File: src/rtl/data_mem_pkg.sv
// Shared types for the burst data memory: FSM state encoding and width helpers.
package data_mem_pkg;

    typedef enum logic [1:0] {
        StIdle,
        StWrite,
        StRead,
        StDrain
    } state_e;

    // A zero-width length field is illegal, so a single-word burst still gets one bit.
    function automatic int unsigned len_width(input int unsigned max_burst);
        return (max_burst > 1) ? $clog2(max_burst) : 1;
    endfunction

endpackage

File: src/rtl/data_mem_burst_if.sv
// Command, write-data and read-data handshakes of the burst data memory.
interface data_mem_burst_if #(
    parameter int unsigned DATA_WIDTH = 8,
    parameter int unsigned ADDR_WIDTH = 6,
    parameter int unsigned LEN_WIDTH  = 3
);
    logic                  cmd_valid;
    logic                  cmd_ready;
    logic                  cmd_write;
    logic [ADDR_WIDTH-1:0] cmd_addr;
    logic [LEN_WIDTH-1:0]  cmd_len;
    logic                  wr_valid;
    logic                  wr_ready;
    logic [DATA_WIDTH-1:0] wr_data;
    logic                  rd_valid;
    logic                  rd_ready;
    logic [DATA_WIDTH-1:0] rd_data;
    logic                  busy;

    modport master (
        output cmd_valid, cmd_write, cmd_addr, cmd_len, wr_valid, wr_data, rd_ready,
        input  cmd_ready, wr_ready, rd_valid, rd_data, busy
    );

    modport slave (
        input  cmd_valid, cmd_write, cmd_addr, cmd_len, wr_valid, wr_data, rd_ready,
        output cmd_ready, wr_ready, rd_valid, rd_data, busy
    );

endinterface

File: src/rtl/mem_array.sv
// Word storage with one write port and one registered, enabled read port.
module mem_array #(
    parameter int unsigned Width        = 8,
    parameter int unsigned Depth        = 64,
    parameter int unsigned AddrW        = $clog2(Depth),
    parameter bit          ClearOnReset = 1'b1
) (
    input  logic             clk_i,
    input  logic             rst_ni,
    input  logic             we_i,
    input  logic [AddrW-1:0] waddr_i,
    input  logic [Width-1:0] wdata_i,
    input  logic             re_i,
    input  logic [AddrW-1:0] raddr_i,
    output logic [Width-1:0] rdata_o
);

    logic [Width-1:0] mem_q [Depth];
    logic [Width-1:0] rdata_q;

    if (ClearOnReset) begin : g_clear
        always_ff @(posedge clk_i or negedge rst_ni) begin
            if (!rst_ni) begin
                for (int unsigned i = 0; i < Depth; i++) begin
                    mem_q[i] <= '0;
                end
            end else if (we_i) begin
                mem_q[waddr_i] <= wdata_i;
            end
        end
    end else begin : g_keep
        // Contents survive reset so a partially written burst stays readable.
        always_ff @(posedge clk_i) begin
            if (we_i) begin
                mem_q[waddr_i] <= wdata_i;
            end
        end
    end

    always_ff @(posedge clk_i or negedge rst_ni) begin
        if (!rst_ni) begin
            rdata_q <= '0;
        end else if (re_i) begin
            rdata_q <= mem_q[raddr_i];
        end
    end

    assign rdata_o = rdata_q;

endmodule

File: src/rtl/data_mem_burst.sv
// Burst-oriented data memory: accepts one read or write burst at a time and streams words
// through valid/ready handshakes with wrapping addresses.
module data_mem_burst
    import data_mem_pkg::*;
#(
    parameter int unsigned DATA_WIDTH     = 8,
    parameter int unsigned MEMORY_SIZE    = 64,
    parameter int unsigned MAX_BURST      = 8,
    parameter bit          CLEAR_ON_RESET = 1'b1
) (
    input logic             clk,
    input logic             reset,
    data_mem_burst_if.slave bus_io
);

    localparam int unsigned AddrW = $clog2(MEMORY_SIZE);
    localparam int unsigned LenW  = len_width(MAX_BURST);

    state_e           state_q;
    logic [AddrW-1:0] addr_q;
    logic [LenW-1:0]  cnt_q;
    logic [LenW-1:0]  len_q;
    logic             rd_valid_q;
    logic             cmd_ready_q;
    logic             wr_ready_q;
    logic             busy_q;

    logic wr_beat;
    logic rd_load;
    logic last_beat;

    assign wr_beat   = (state_q == StWrite) && bus_io.wr_valid;
    // The output register may refill whenever it is empty or being drained this cycle.
    assign rd_load   = (state_q == StRead) && (!rd_valid_q || bus_io.rd_ready);
    assign last_beat = (cnt_q == len_q);

    always_ff @(posedge clk or negedge reset) begin
        if (!reset) begin
            state_q     <= StIdle;
            addr_q      <= '0;
            cnt_q       <= '0;
            len_q       <= '0;
            rd_valid_q  <= 1'b0;
            cmd_ready_q <= 1'b1;
            wr_ready_q  <= 1'b0;
            busy_q      <= 1'b0;
        end else begin
            unique case (state_q)
                StIdle: begin
                    if (bus_io.cmd_valid && cmd_ready_q) begin
                        addr_q      <= bus_io.cmd_addr;
                        len_q       <= bus_io.cmd_len;
                        cnt_q       <= '0;
                        cmd_ready_q <= 1'b0;
                        busy_q      <= 1'b1;
                        if (bus_io.cmd_write) begin
                            state_q    <= StWrite;
                            wr_ready_q <= 1'b1;
                        end else begin
                            state_q <= StRead;
                        end
                    end
                end
                StWrite: begin
                    if (wr_beat) begin
                        addr_q <= addr_q + AddrW'(1);
                        cnt_q  <= cnt_q + LenW'(1);
                        if (last_beat) begin
                            state_q     <= StIdle;
                            wr_ready_q  <= 1'b0;
                            cmd_ready_q <= 1'b1;
                            busy_q      <= 1'b0;
                        end
                    end
                end
                StRead: begin
                    if (rd_load) begin
                        rd_valid_q <= 1'b1;
                        addr_q     <= addr_q + AddrW'(1);
                        cnt_q      <= cnt_q + LenW'(1);
                        if (last_beat) begin
                            state_q <= StDrain;
                        end
                    end
                end
                StDrain: begin
                    if (bus_io.rd_ready) begin
                        rd_valid_q  <= 1'b0;
                        state_q     <= StIdle;
                        cmd_ready_q <= 1'b1;
                        busy_q      <= 1'b0;
                    end
                end
                default: state_q <= StIdle;
            endcase
        end
    end

    mem_array #(
        .Width        (DATA_WIDTH),
        .Depth        (MEMORY_SIZE),
        .AddrW        (AddrW),
        .ClearOnReset (CLEAR_ON_RESET)
    ) u_mem_array (
        .clk_i   (clk),
        .rst_ni  (reset),
        .we_i    (wr_beat),
        .waddr_i (addr_q),
        .wdata_i (bus_io.wr_data),
        .re_i    (rd_load),
        .raddr_i (addr_q),
        .rdata_o (bus_io.rd_data)
    );

    assign bus_io.cmd_ready = cmd_ready_q;
    assign bus_io.wr_ready  = wr_ready_q;
    assign bus_io.rd_valid  = rd_valid_q;
    assign bus_io.busy      = busy_q;

endmodule

File: src/flat_wrapper.sv
// flat-port wrapper written by rule: the top's interface ports become plain ports
module data_mem_burst_flat import data_mem_pkg::*;
#(
    parameter int unsigned DATA_WIDTH     = 8,
    parameter int unsigned MEMORY_SIZE    = 64,
    parameter int unsigned MAX_BURST      = 8,
    parameter bit          CLEAR_ON_RESET = 1'b1
)
  (clk, reset, bus_io_cmd_valid, bus_io_cmd_write, bus_io_cmd_addr, bus_io_cmd_len, bus_io_wr_valid, bus_io_wr_data, bus_io_rd_ready, bus_io_cmd_ready, bus_io_wr_ready, bus_io_rd_valid, bus_io_rd_data, bus_io_busy);
  data_mem_burst_if #(.DATA_WIDTH(DATA_WIDTH), .ADDR_WIDTH((6)), .LEN_WIDTH((3))) bus_io_i ();
  input logic clk;
  input logic reset;
  input wire logic [$bits(bus_io_i.cmd_valid)-1:0] bus_io_cmd_valid;
  input wire logic [$bits(bus_io_i.cmd_write)-1:0] bus_io_cmd_write;
  input wire logic [$bits(bus_io_i.cmd_addr)-1:0] bus_io_cmd_addr;
  input wire logic [$bits(bus_io_i.cmd_len)-1:0] bus_io_cmd_len;
  input wire logic [$bits(bus_io_i.wr_valid)-1:0] bus_io_wr_valid;
  input wire logic [$bits(bus_io_i.wr_data)-1:0] bus_io_wr_data;
  input wire logic [$bits(bus_io_i.rd_ready)-1:0] bus_io_rd_ready;
  output wire logic [$bits(bus_io_i.cmd_ready)-1:0] bus_io_cmd_ready;
  output wire logic [$bits(bus_io_i.wr_ready)-1:0] bus_io_wr_ready;
  output wire logic [$bits(bus_io_i.rd_valid)-1:0] bus_io_rd_valid;
  output wire logic [$bits(bus_io_i.rd_data)-1:0] bus_io_rd_data;
  output wire logic [$bits(bus_io_i.busy)-1:0] bus_io_busy;
  assign bus_io_i.cmd_valid = bus_io_cmd_valid;
  assign bus_io_i.cmd_write = bus_io_cmd_write;
  assign bus_io_i.cmd_addr = bus_io_cmd_addr;
  assign bus_io_i.cmd_len = bus_io_cmd_len;
  assign bus_io_i.wr_valid = bus_io_wr_valid;
  assign bus_io_i.wr_data = bus_io_wr_data;
  assign bus_io_i.rd_ready = bus_io_rd_ready;
  assign bus_io_cmd_ready = bus_io_i.cmd_ready;
  assign bus_io_wr_ready = bus_io_i.wr_ready;
  assign bus_io_rd_valid = bus_io_i.rd_valid;
  assign bus_io_rd_data = bus_io_i.rd_data;
  assign bus_io_busy = bus_io_i.busy;
  data_mem_burst #(.DATA_WIDTH(DATA_WIDTH), .MEMORY_SIZE(MEMORY_SIZE), .MAX_BURST(MAX_BURST), .CLEAR_ON_RESET(CLEAR_ON_RESET)) u_core (.clk(clk), .reset(reset), .bus_io(bus_io_i));
endmodule
File: config.mk
export PLATFORM = sky130hd
export DESIGN_NAME = data_mem_burst_flat
export DESIGN_NICKNAME = d
export VERILOG_FILES = /design/src/rtl/data_mem_pkg.sv /design/src/rtl/data_mem_burst_if.sv /design/src/rtl/mem_array.sv /design/src/rtl/data_mem_burst.sv /design/src/flat_wrapper.sv
export SDC_FILE = /design/constraint.sdc
export NUM_CORES = 1
export LEC_CHECK = 0
export CAP_MARGIN = 5
export CORE_UTILIZATION = 35
export DETAILED_ROUTE_END_ITERATION = 16
export PLACE_DENSITY = 0.56
export SYNTH_ARGS = -nofsm -noshare
export SYNTH_HDL_FRONTEND = slang
export SYNTH_HIERARCHICAL = 1
export SYNTH_SLANG_ARGS = --single-unit
File: constraint.sdc
create_clock -name clk -period 2.69 [get_ports clk]
set_input_delay 0.538 -clock clk [delete_from_list [all_inputs] [get_ports clk]]
set_output_delay 0.538 -clock clk [all_outputs]
set_load 0.02 [all_outputs]
### After elaboration in Yosys (flattened, before gate mapping)

Cells that the tools add are included.

| operators by class | value |
|---|---|
| add/sub/neg operators | 2 |
| $lt $le $gt $ge | 2 |
| eq/ne operators | 11 |
| muxes and demuxes | 37 |
| bitwise operators | 1 |
| reduce and logical (&&, ||, !) cells | 17 |

Operator list:

| cell | count |
|---|---|
| bitwise mux 512 bit | 1 |
| binary-select mux 8 bit (select 6 bit) | 1 |
| demux 8 bit (select 6 bit) | 1 |
| 2-to-1 mux 8 bit | 3 |
| 2-to-1 mux 6 bit | 3 |
| one-hot mux 6 bit (3 select lines) | 1 |
| 2-to-1 mux 2 bit | 7 |
| 2-to-1 mux 1 bit | 11 |
| AND reduction 5 bit | 2 |
| 2-to-1 mux 3 bit | 3 |
| one-hot mux 3 bit (3 select lines) | 1 |
| != test 2 x 1 -> 1 bit (second input constant) | 4 |
| one-hot mux 2 bit (4 select lines) | 1 |
| >= comparator 7 bit (second input constant) | 1 |
| < comparator 7 x 1 -> 1 bit (second input constant) | 1 |
| NOT 6 -> 7 bit | 1 |
| adder 6 x 1 -> 6 bit (second input constant) | 1 |
| != test 2 bit (second input constant) | 3 |
| one-hot mux 1 bit (3 select lines) | 2 |
| AND reduction 6 bit | 1 |
| nonzero test 3 bit | 2 |
| == test 2 bit (second input constant) | 2 |
| logical AND 1 bit | 4 |
| one-hot mux 1 bit (2 select lines) | 2 |
| other kinds (10) | 11 |

| storage, ports and cells | value |
|---|---|
| flip-flop bits (word level) | 538 |
| bits of input ports | 23 |
| logic and storage cells | 143 |

### Depth between registers and ports, before layout

Gate-level depths: netlist of run 1.

| logic depth | value |
|---|---|
| depth in word-level cells | 6 |
| gate-level depth with buffers | 10 |

### Cells and area by module

Netlist of run 1, hierarchy kept.

By module, submodules not included:

| module | instances | cells each | area each (um2) | seq. area each (um2) |
|---|---|---|---|---|
| mem_array | 1 | 1523 | 23864.1 | 13012.5 |
| data_mem_burst | 1 | 127 | 1201.2 | 451.7 |

### Worst setup path after synthesis of run 1

OpenSTA, ideal clock, no wires.

| timing | value |
|---|---|
| kind | reg2reg |
| from | reg u_core.state_q[1] |
| to | reg u_core/u_mem_array/mem_q[488] (netlist bit) |
| arrival time | 2.310 ns |
| slack | 0.255 ns |
| stages on the path, launching flop included | 11 |
| cell sequence | dfrtp_1 -> inv_1 -> ha_1 -> buf_2 -> and2_1 -> buf_2 -> nor4b_2 -> nand2b_1 -> clkbuf_1 -> nor3b_2 -> mux2_2 |

| between the ends | value |
|---|---|
| longest elaborated chain between the ends | 2 |

Ends and longest elaborated chain:

| what | line | source |
|---|---|---|
| start: declaration | data_mem_burst.sv:19 | `state_e state_q;` |
| start signal: assignment | data_mem_burst.sv:39 | `state_q <= StIdle;` |
| start signal: assignment | data_mem_burst.sv:57 | `state_q <= StWrite;` |
| start signal: assignment | data_mem_burst.sv:60 | `state_q <= StRead;` |
| == test 2 x 1 -> 1 bit | data_mem_burst.sv:32 | `assign wr_beat = (state_q == StWrite) && bus_io.wr_valid;` |
| logical AND 1 bit | data_mem_burst.sv:32 |  |
| net u_core.wr_beat | data_mem_burst.sv:28 | `logic wr_beat;` |
| end signal: indexed assignment | mem_array.sv:28 | `mem_q[waddr_i] <= wdata_i;` |
| end: declaration | mem_array.sv:18 | `logic [Width-1:0] mem_q [Depth];` |

The timed path passes the listed nets, and every way through them passes these cells.
A chain may end at the register's enable or synchronous reset.

### Final worst setup path of run 1

| timing | value |
|---|---|
| from | reg u_core.addr_q[0] |
| to | reg u_core.u_mem_array.rdata_q[6] (netlist: u_core/u_mem_array/rdata_o[6]) |

| between the ends | value |
|---|---|
| longest elaborated chain between the ends | 4 |

Ends and longest elaborated chain:

| what | line | source |
|---|---|---|
| start: declaration | data_mem_burst.sv:20 | `logic [AddrW-1:0] addr_q;` |
| start signal: assignment | data_mem_burst.sv:51 | `addr_q <= bus_io.cmd_addr;` |
| start signal: assignment | data_mem_burst.sv:66 | `addr_q <= addr_q + AddrW'(1);` |
| start signal: assignment | data_mem_burst.sv:79 | `addr_q <= addr_q + AddrW'(1);` |
| NOT 6 -> 7 bit (implied by the code) | mem_array.sv:44 | `rdata_q <= mem_q[raddr_i];` |
| binary-select mux 8 bit (select 6 bit) | mem_array.sv:44 |  |
| 2-to-1 mux 8 bit (implied by the code) (2 in series) | mem_array.sv:44 |  |
| end signal: assignment | mem_array.sv:44 |  |
| end: declaration | mem_array.sv:19 | `logic [Width-1:0] rdata_q;` |

No other way between the ends. The select of a mux whose other input is x is not followed.

==> results_tabular.tex, run 1 <==
\begin{tabular}{lr}
\hline
Metric & Value \\
\hline
\multicolumn{2}{l}{\textbf{Outcome}} \\
Outcome & completed \\
\multicolumn{2}{l}{\textbf{Finish}} \\
Diodes inserted & 0 \\
Multi-input gate area & 11,000 um2 \\
Area taken by flip-flops and latches & 13,500 um2 \\
Final-stage net count & 1,783 \\
Layout Utilization & 42.2\% \\
Fraction of layout instances using a drive strength above 1 & 53.2\% \\
Layout Cells excl Fill & 2,740 \\
Final cell area excluding filler cells & 29,700 um2 \\
Fillcell total & 6,433 \\
Area Growth Syn to Fin & 18.5\% \\
\multicolumn{2}{l}{\textbf{Global route}} \\
Number of antenna violations at the first check in global routing & 1 \\
Vias in the first global route & 15,900 \\
Total global-route track usage & 17.5\% \\
Wire length of the first global-routing pass & 98,000 um \\
Maximum number of pins on one net before global-route repair & 75 \\
Global route overflow & 0 \\
\multicolumn{2}{l}{\textbf{Synthesis}} \\
Register area share after synthesis & 53.7\% \\
Cell with the most instances after synthesis & mux2\_2 \\
Number of enable flip-flop cells after synthesis & 0 \\
Flip-flop and latch count after synthesis & 538 \\
Top flip-flop cell by instance count after synthesis & dfrtp\_1 \\
Share of synthesized registers carrying an async set or reset & 100\% \\
Share of the synthesized area in the top cell type & 53.6\% \\
Total standard cell area after synthesis & 25,100 um2 \\
Post-synthesis instance total & 1,650 \\
Number of library cell types mapped by synthesis & 56 \\
Top area cells in the synthesized netlist & dfrtp\_1 54\%, mux2\_2 25\%, mux4\_2 11\% \\
Count of synthesis-stage warnings from yosys & 6 \\
Mapped Avg Cell Area & 15.2 um2 \\
Synth top cells by count & 547 x mux2\_2, 537 x dfrtp\_1, 120 x mux4\_2, 78 x clkbuf\_1, 46 x nand2\_1 \\
Number of nets produced by synthesis & 1,680 \\
Cell taking the most area after synthesis & dfrtp\_1 \\
\multicolumn{2}{l}{\textbf{Power}} \\
Worst VDD drop & 0.605 mV \\
Power Dens Cells & 1000 nW/um2 \\
Static leakage & 13.9 nW \\
\multicolumn{2}{l}{\textbf{Critical path}} \\
Critical Path Max Stage Delay & 600 ps \\
Buffering stage count on the worst path with inverters included & 2 \\
Critical Setup Path Class & flop to flop \\
Data arrival time of the critical path & 3020 ps \\
Required @ worst endpoint & 3160 ps \\
Worst path slowest cell & dfrtp\_4 \\
CP delay by family, top & multiplexers \\
CP Max Fanout & 29 \\
Startpoint Class & flop \\
Setup crit end kind & flop \\
Critical Path, Cell by Cell & buf\_12, mux4\_2, mux2\_2, a221oi\_1, buf\_4, o221ai\_1 \\
\multicolumn{2}{l}{\textbf{Die}} \\
Area enclosed by the die boundary & 72,700 um2 \\
Vertical die dimension & 270 um \\
Core Area & 70,400 um2 \\
Number of top-level pins & 35 \\
Number of core rows & 97 \\
Width of the die & 270 um \\
Initial Utilization & 35.6\% \\
\multicolumn{2}{l}{\textbf{Timing}} \\
Fin Setup TNS & 0 ps \\
Fmax & 392 MHz \\
Transition time at the pin with the least slew margin & 802 ps \\
Setup clock skew after layout & 12.7 ps \\
Total count of hold-check failures in the final report & 0 \\
Final cycle utilization of the critical path & 94.7\% \\
Final Critical Period & 2550 ps \\
Worst slew margin relative to its limit & 46.6\% \\
Number of max-slew violations in the final report & 0 \\
Final setup violation count & 0 \\
RSZ-0062 raised after global routing & no \\
\multicolumn{2}{l}{\textbf{CTS}} \\
Clk slew on worst S/H paths & 60 ps \\
Clock Tree Buf Depth & 3 \\
Clock insertion delay at the later pin of the skew report & 610 ps \\
CTS root buf & clkbuf\_16 \\
Clock tree from TritonCTS & done \\
CTS Buf Count & 58 \\
Clk sinks & 538 \\
Clock H-tree levels & 2 \\
\multicolumn{2}{l}{\textbf{Drt}} \\
Mean number of vias per cell & 5.27 \\
Starting DRC count in detailed routing & 765 \\
Routed wirelength normalized by instance count & 22.7 um \\
Routed WL & 62,200 um \\
Detailed-route via count & 14,400 \\
Routed Antenna Nets & 0 \\
First-pass detailed-route iteration total & 5 \\
Number of design rule violations left after detail routing & 0 \\
\multicolumn{2}{l}{\textbf{Hold path}} \\
Hold Path Class & input port to async pin \\
\multicolumn{2}{l}{\textbf{Placed design}} \\
Placed Cells incl. Taps & 2,632 \\
Half-perimeter wire length of the detailed placement result & 41,200 um \\
Post-place instance area & 27,700 um2 \\
Final estimated routing congestion in global placement & 0.799 \\
Port buffer count & 34 \\
\multicolumn{2}{l}{\textbf{Flow run}} \\
Max-capacitance violation count & 0 \\
\hline
\end{tabular}
[routing by layer]
layer  vias to the layer above  global-route usage (%)  share of wire (%)
met2                       221                    29.2                 49
met5                         -                       0                  0
met3                        85                    2.24                3.0
met1                      7753                    23.9                 46
met4                         0                    4.87                2.3
li1                       6373                       -                  -
[stage by stage]
stage	total power, mW	setup WS (ps)	hold WS, ps
after floorplan	18.4	255	242
after global placement	21.4	-65.2	475
after detailed placement	21.8	-90.1	485
after CTS	30.1	126	448
after global routing	31.3	50.0	474
final	29.7	142	461
[path summary, 6_finish.rpt]
kind | from | to | slack, ps | cells after the start
min reg2reg | u_core/bus_io.busy | u_core/bus_io.busy | 490 | 1
min in group clk | u_core/bus_io.busy | u_core/bus_io.busy | 490 | 1
max in group asynchronous | reset | u_core/u_mem_array/mem_q[12] | 1390 | 4
max reg2reg | u_core/addr_q[0] | u_core/u_mem_array/rdata_o[6] | 140 | 6
max | u_core/addr_q[0] | u_core/u_mem_array/rdata_o[6] | 140 | 6
min | reset | u_core/addr_q[4] | 460 | 2
[flip-flops by register name, summed over array words and instances, names as in the netlist]
name and count:
u_core/addr_q 6, u_core/bus_io.busy 1, u_core/bus_io.cmd_ready 1, u_core/bus_io.rd_valid 1
u_core/bus_io.wr_ready 1, u_core/cnt_q 3, u_core/len_q 3, u_core/state_q 2
u_core/u_mem_array/mem_q 512, u_core/u_mem_array/rdata_o 8
[layout by cell type (no fill, tap or decap), drive strengths merged, types with 10 or more instances in the layout]
master and instances:
clkdlybuf4s50 25, nor2 51, nand2 46, nor3 10, o221ai 16, nand3 16, a22oi 17, buf 146
clkbuf 91, inv 17, mux2 548, mux2i 43, dfrtp 537, mux4 120
[power by group]
part	switching (mW)	total [mW]	internal (mW)
combinational	4.65	9.73	5.09
sequential	1.40	11.8	10.4
clock	3.26	8.16	4.90
total	9.31	29.7	20.4
[timing repair]
item / 4_1_cts / 5_1_grt
hold buffers: 1 / 0
endpoints found under the hold margin: 43 / 0
resized for setup: 0 / 0
buffers inserted: 0 / 0
[cells by family (layout without fill, tap and decap cells)]
logic type      Yosys count  after routing  share of synthesized area (%)
mux                     711            711                           37.1
buf+inv                 144            294                           2.53
xor+xnor                  3              3                          0.105
simple gates            169            169                           3.84
flops                   538            538                           53.7
fa+ha+maj                 7              7                          0.349
compound gates           78             78                           2.35
[final cells by class]
cell class | instances | area share (%)
multi-input cells | 968 | 36.9
clock buffers | 91 | 5.98
clock inverters | 16 | 0.661
inverters | 15 | 0.190
repair buffers | 172 | 6.92
flip-flops and latches | 538 | 45.4
well taps | 940 | 3.96
No activity file was read; power rests on OpenSTA's default activity.
==> inputs of run 2 (changes only) <==
CTS_CLUSTER_SIZE = 8   (was unset)
==> results_tabular.tex, run 2 (synthesis gave the netlist of run 1 again) <==
\begin{tabular}{lr}
\hline
Metric & Value \\
\hline
\multicolumn{2}{l}{\textbf{Outcome}} \\
Outcome & completed \\
\multicolumn{2}{l}{\textbf{Die}} \\
Initial Utilization & 35.6\% \\
Width of the die & 270 um \\
Core Area & 70,400 um2 \\
Vertical die dimension & 270 um \\
Number of top-level pins & 35 \\
Number of core rows & 97 \\
Area enclosed by the die boundary & 72,700 um2 \\
\multicolumn{2}{l}{\textbf{Global route}} \\
Number of antenna violations at the first check in global routing & 1 \\
Vias in the first global route & 16,100 \\
Maximum number of pins on one net before global-route repair & 75 \\
Met3 Use GR & 2.88\% \\
Met2 usage in global routing & 29.0\% \\
Global route overflow & 0 \\
Busiest layer in global routing & met2 \\
Met1 demand-to-capacity share in global routing & 23.9\% \\
Total global-route track usage & 17.7\% \\
Wire length of the first global-routing pass & 98,200 um \\
\multicolumn{2}{l}{\textbf{Finish}} \\
Most common cell after layout, fill and taps aside & mux2\_2 \\
Fillcell total & 6,431 \\
Leading cell types in the layout, fill and taps excluded & 547 x mux2\_2, 534 x dfrtp\_1, 120 x mux4\_2 \\
Layout Cells excl Fill & 2,726 \\
Fraction of layout instances using a drive strength above 1 & 53.2\% \\
Final cell area excluding filler cells & 29,800 um2 \\
Largest register FFs & 512 \\
Area Growth Syn to Fin & 19.0\% \\
Final-stage net count & 1,802 \\
Reg with most FFs & u\_core/u\_mem\_array/mem\_q \\
\multicolumn{2}{l}{\textbf{Drt}} \\
Number of design rule violations left after detail routing & 0 \\
First-pass detailed-route iteration total & 5 \\
Mean number of vias per cell & 5.34 \\
Routed WL & 62,500 um \\
Routed Antenna Nets & 0 \\
Routed wirelength normalized by instance count & 22.9 um \\
Detailed-route via count & 14,600 \\
Starting DRC count in detailed routing & 833 \\
\multicolumn{2}{l}{\textbf{Power}} \\
Power Dens Cells & 1010 nW/um2 \\
Static leakage & 13.9 nW \\
Worst VDD drop & 0.675 mV \\
\multicolumn{2}{l}{\textbf{Timing}} \\
Final setup violation count & 0 \\
Number of max-slew violations in the final report & 0 \\
Fin Setup TNS & 0 ps \\
Transition time at the pin with the least slew margin & 803 ps \\
Final cycle utilization of the critical path & 95.8\% \\
Setup clock skew after layout & 24.0 ps \\
Total count of hold-check failures in the final report & 0 \\
Final Critical Period & 2580 ps \\
RSZ-0062 raised after global routing & no \\
Worst hold slack & 441 ps \\
Fmax & 388 MHz \\
Worst slew margin relative to its limit & 46.5\% \\
\multicolumn{2}{l}{\textbf{Critical path}} \\
Register-to-register path setup slack & 110 ps \\
Startpoint Class & flop \\
Critical Setup Path Class & flop to flop \\
Required @ worst endpoint & 3140 ps \\
CP Max Fanout & 29 \\
Data arrival time of the critical path & 3030 ps \\
Setup crit end kind & flop \\
\multicolumn{2}{l}{\textbf{Flow run}} \\
Max-capacitance violation count & 0 \\
\multicolumn{2}{l}{\textbf{CTS}} \\
CTS root buf & clkbuf\_16 \\
CTS hold repair buffers & 1 \\
Clock H-tree levels & 3 \\
Clock Tree Buf Depth & 3 \\
Post-cts resize count & 0 \\
Clk sinks & 538 \\
Clock insertion delay at the later pin of the skew report & 620 ps \\
Post CTS Setup Buffer Count & 0 \\
CTS Buf Count & 77 \\
Clk slew on worst S/H paths & 60 ps \\
Clock tree from TritonCTS & done \\
\multicolumn{2}{l}{\textbf{Placed design}} \\
Final estimated routing congestion in global placement & 0.799 \\
Placed Cells incl. Taps & 2,632 \\
Port buffer count & 34 \\
Post-place instance area & 27,700 um2 \\
Half-perimeter wire length of the detailed placement result & 41,200 um \\
\multicolumn{2}{l}{\textbf{Hold path}} \\
Hold Path Class & input port to async pin \\
\hline
\end{tabular}
==> run 2: through the flow <==
stage | setup WS, ps | util [%] | power [mW]
6_report | 112 | 42.4 | 30.2
5_1_grt | 46.8 | 42.4 | 31.8
4_1_cts | 113 | 42.4 | 30.6
3_5_place_dp | -90.1 | 39.4 | 21.8
3_3_place_gp | -65.2 | 39.4 | 21.4
2_1_floorplan | 255 | - | 18.4
==> run 2: worst max-delay path, stage by stage (launching register included) <==
cell and delay (ps):
dfrtp_4 600, buf_12 290, mux4_2 590, mux2_2 320, a221oi_1 270, buf_4 180
o221ai_1 120
==> run 2: area by class of cell <==
type	instances	area, um2	share of cell area (%)
Timing Repair Buffer	172	2060	6.90
Multi-Input combinational cell	968	11000	36.8
Sequential cell	538	13500	45.2
Antenna cell	1	2.50	0.00839
Clock inverter	7	109	0.365
Inverter	15	56.3	0.189
Clock buffer	85	1980	6.63
Tap cell	940	1180	3.94
==> run 2: worst paths after layout <==
kind                                                  to  depth (start not counted)               start
setup / recovery           u_core/u_mem_array/rdata_o[6]                          6    u_core/addr_q[0]
hold / removal                          u_core/addr_q[2]                          2               reset
setup reg to reg           u_core/u_mem_array/rdata_o[6]                          6    u_core/addr_q[0]
hold reg to reg                       u_core/bus_io.busy                          1  u_core/bus_io.busy
max in group asynchronous  u_core/u_mem_array/mem_q[172]                          4               reset
min in group clk                      u_core/bus_io.busy                          1  u_core/bus_io.busy
==> run 2: layer usage <==
layer,share of wire [%],up-vias
met5,0,-
met4,2.3,0
met3,3.5,99
met2,48,259
met1,46,7817
li1,-,6388
==> run 2: report_power, final <==
part / internal (mW) / switching [mW]
combinational: 5.09 / 4.65
sequential: 10.4 / 1.40
clock: 5.16 / 3.46
total: 20.7 / 9.50
==> inputs of run 3 (changes only) <==
GPL_ROUTABILITY_DRIVEN = 0   (was unset)
==> results of run 3 <==
No change in the layout: final DEF, timing and power equal those of run 2.
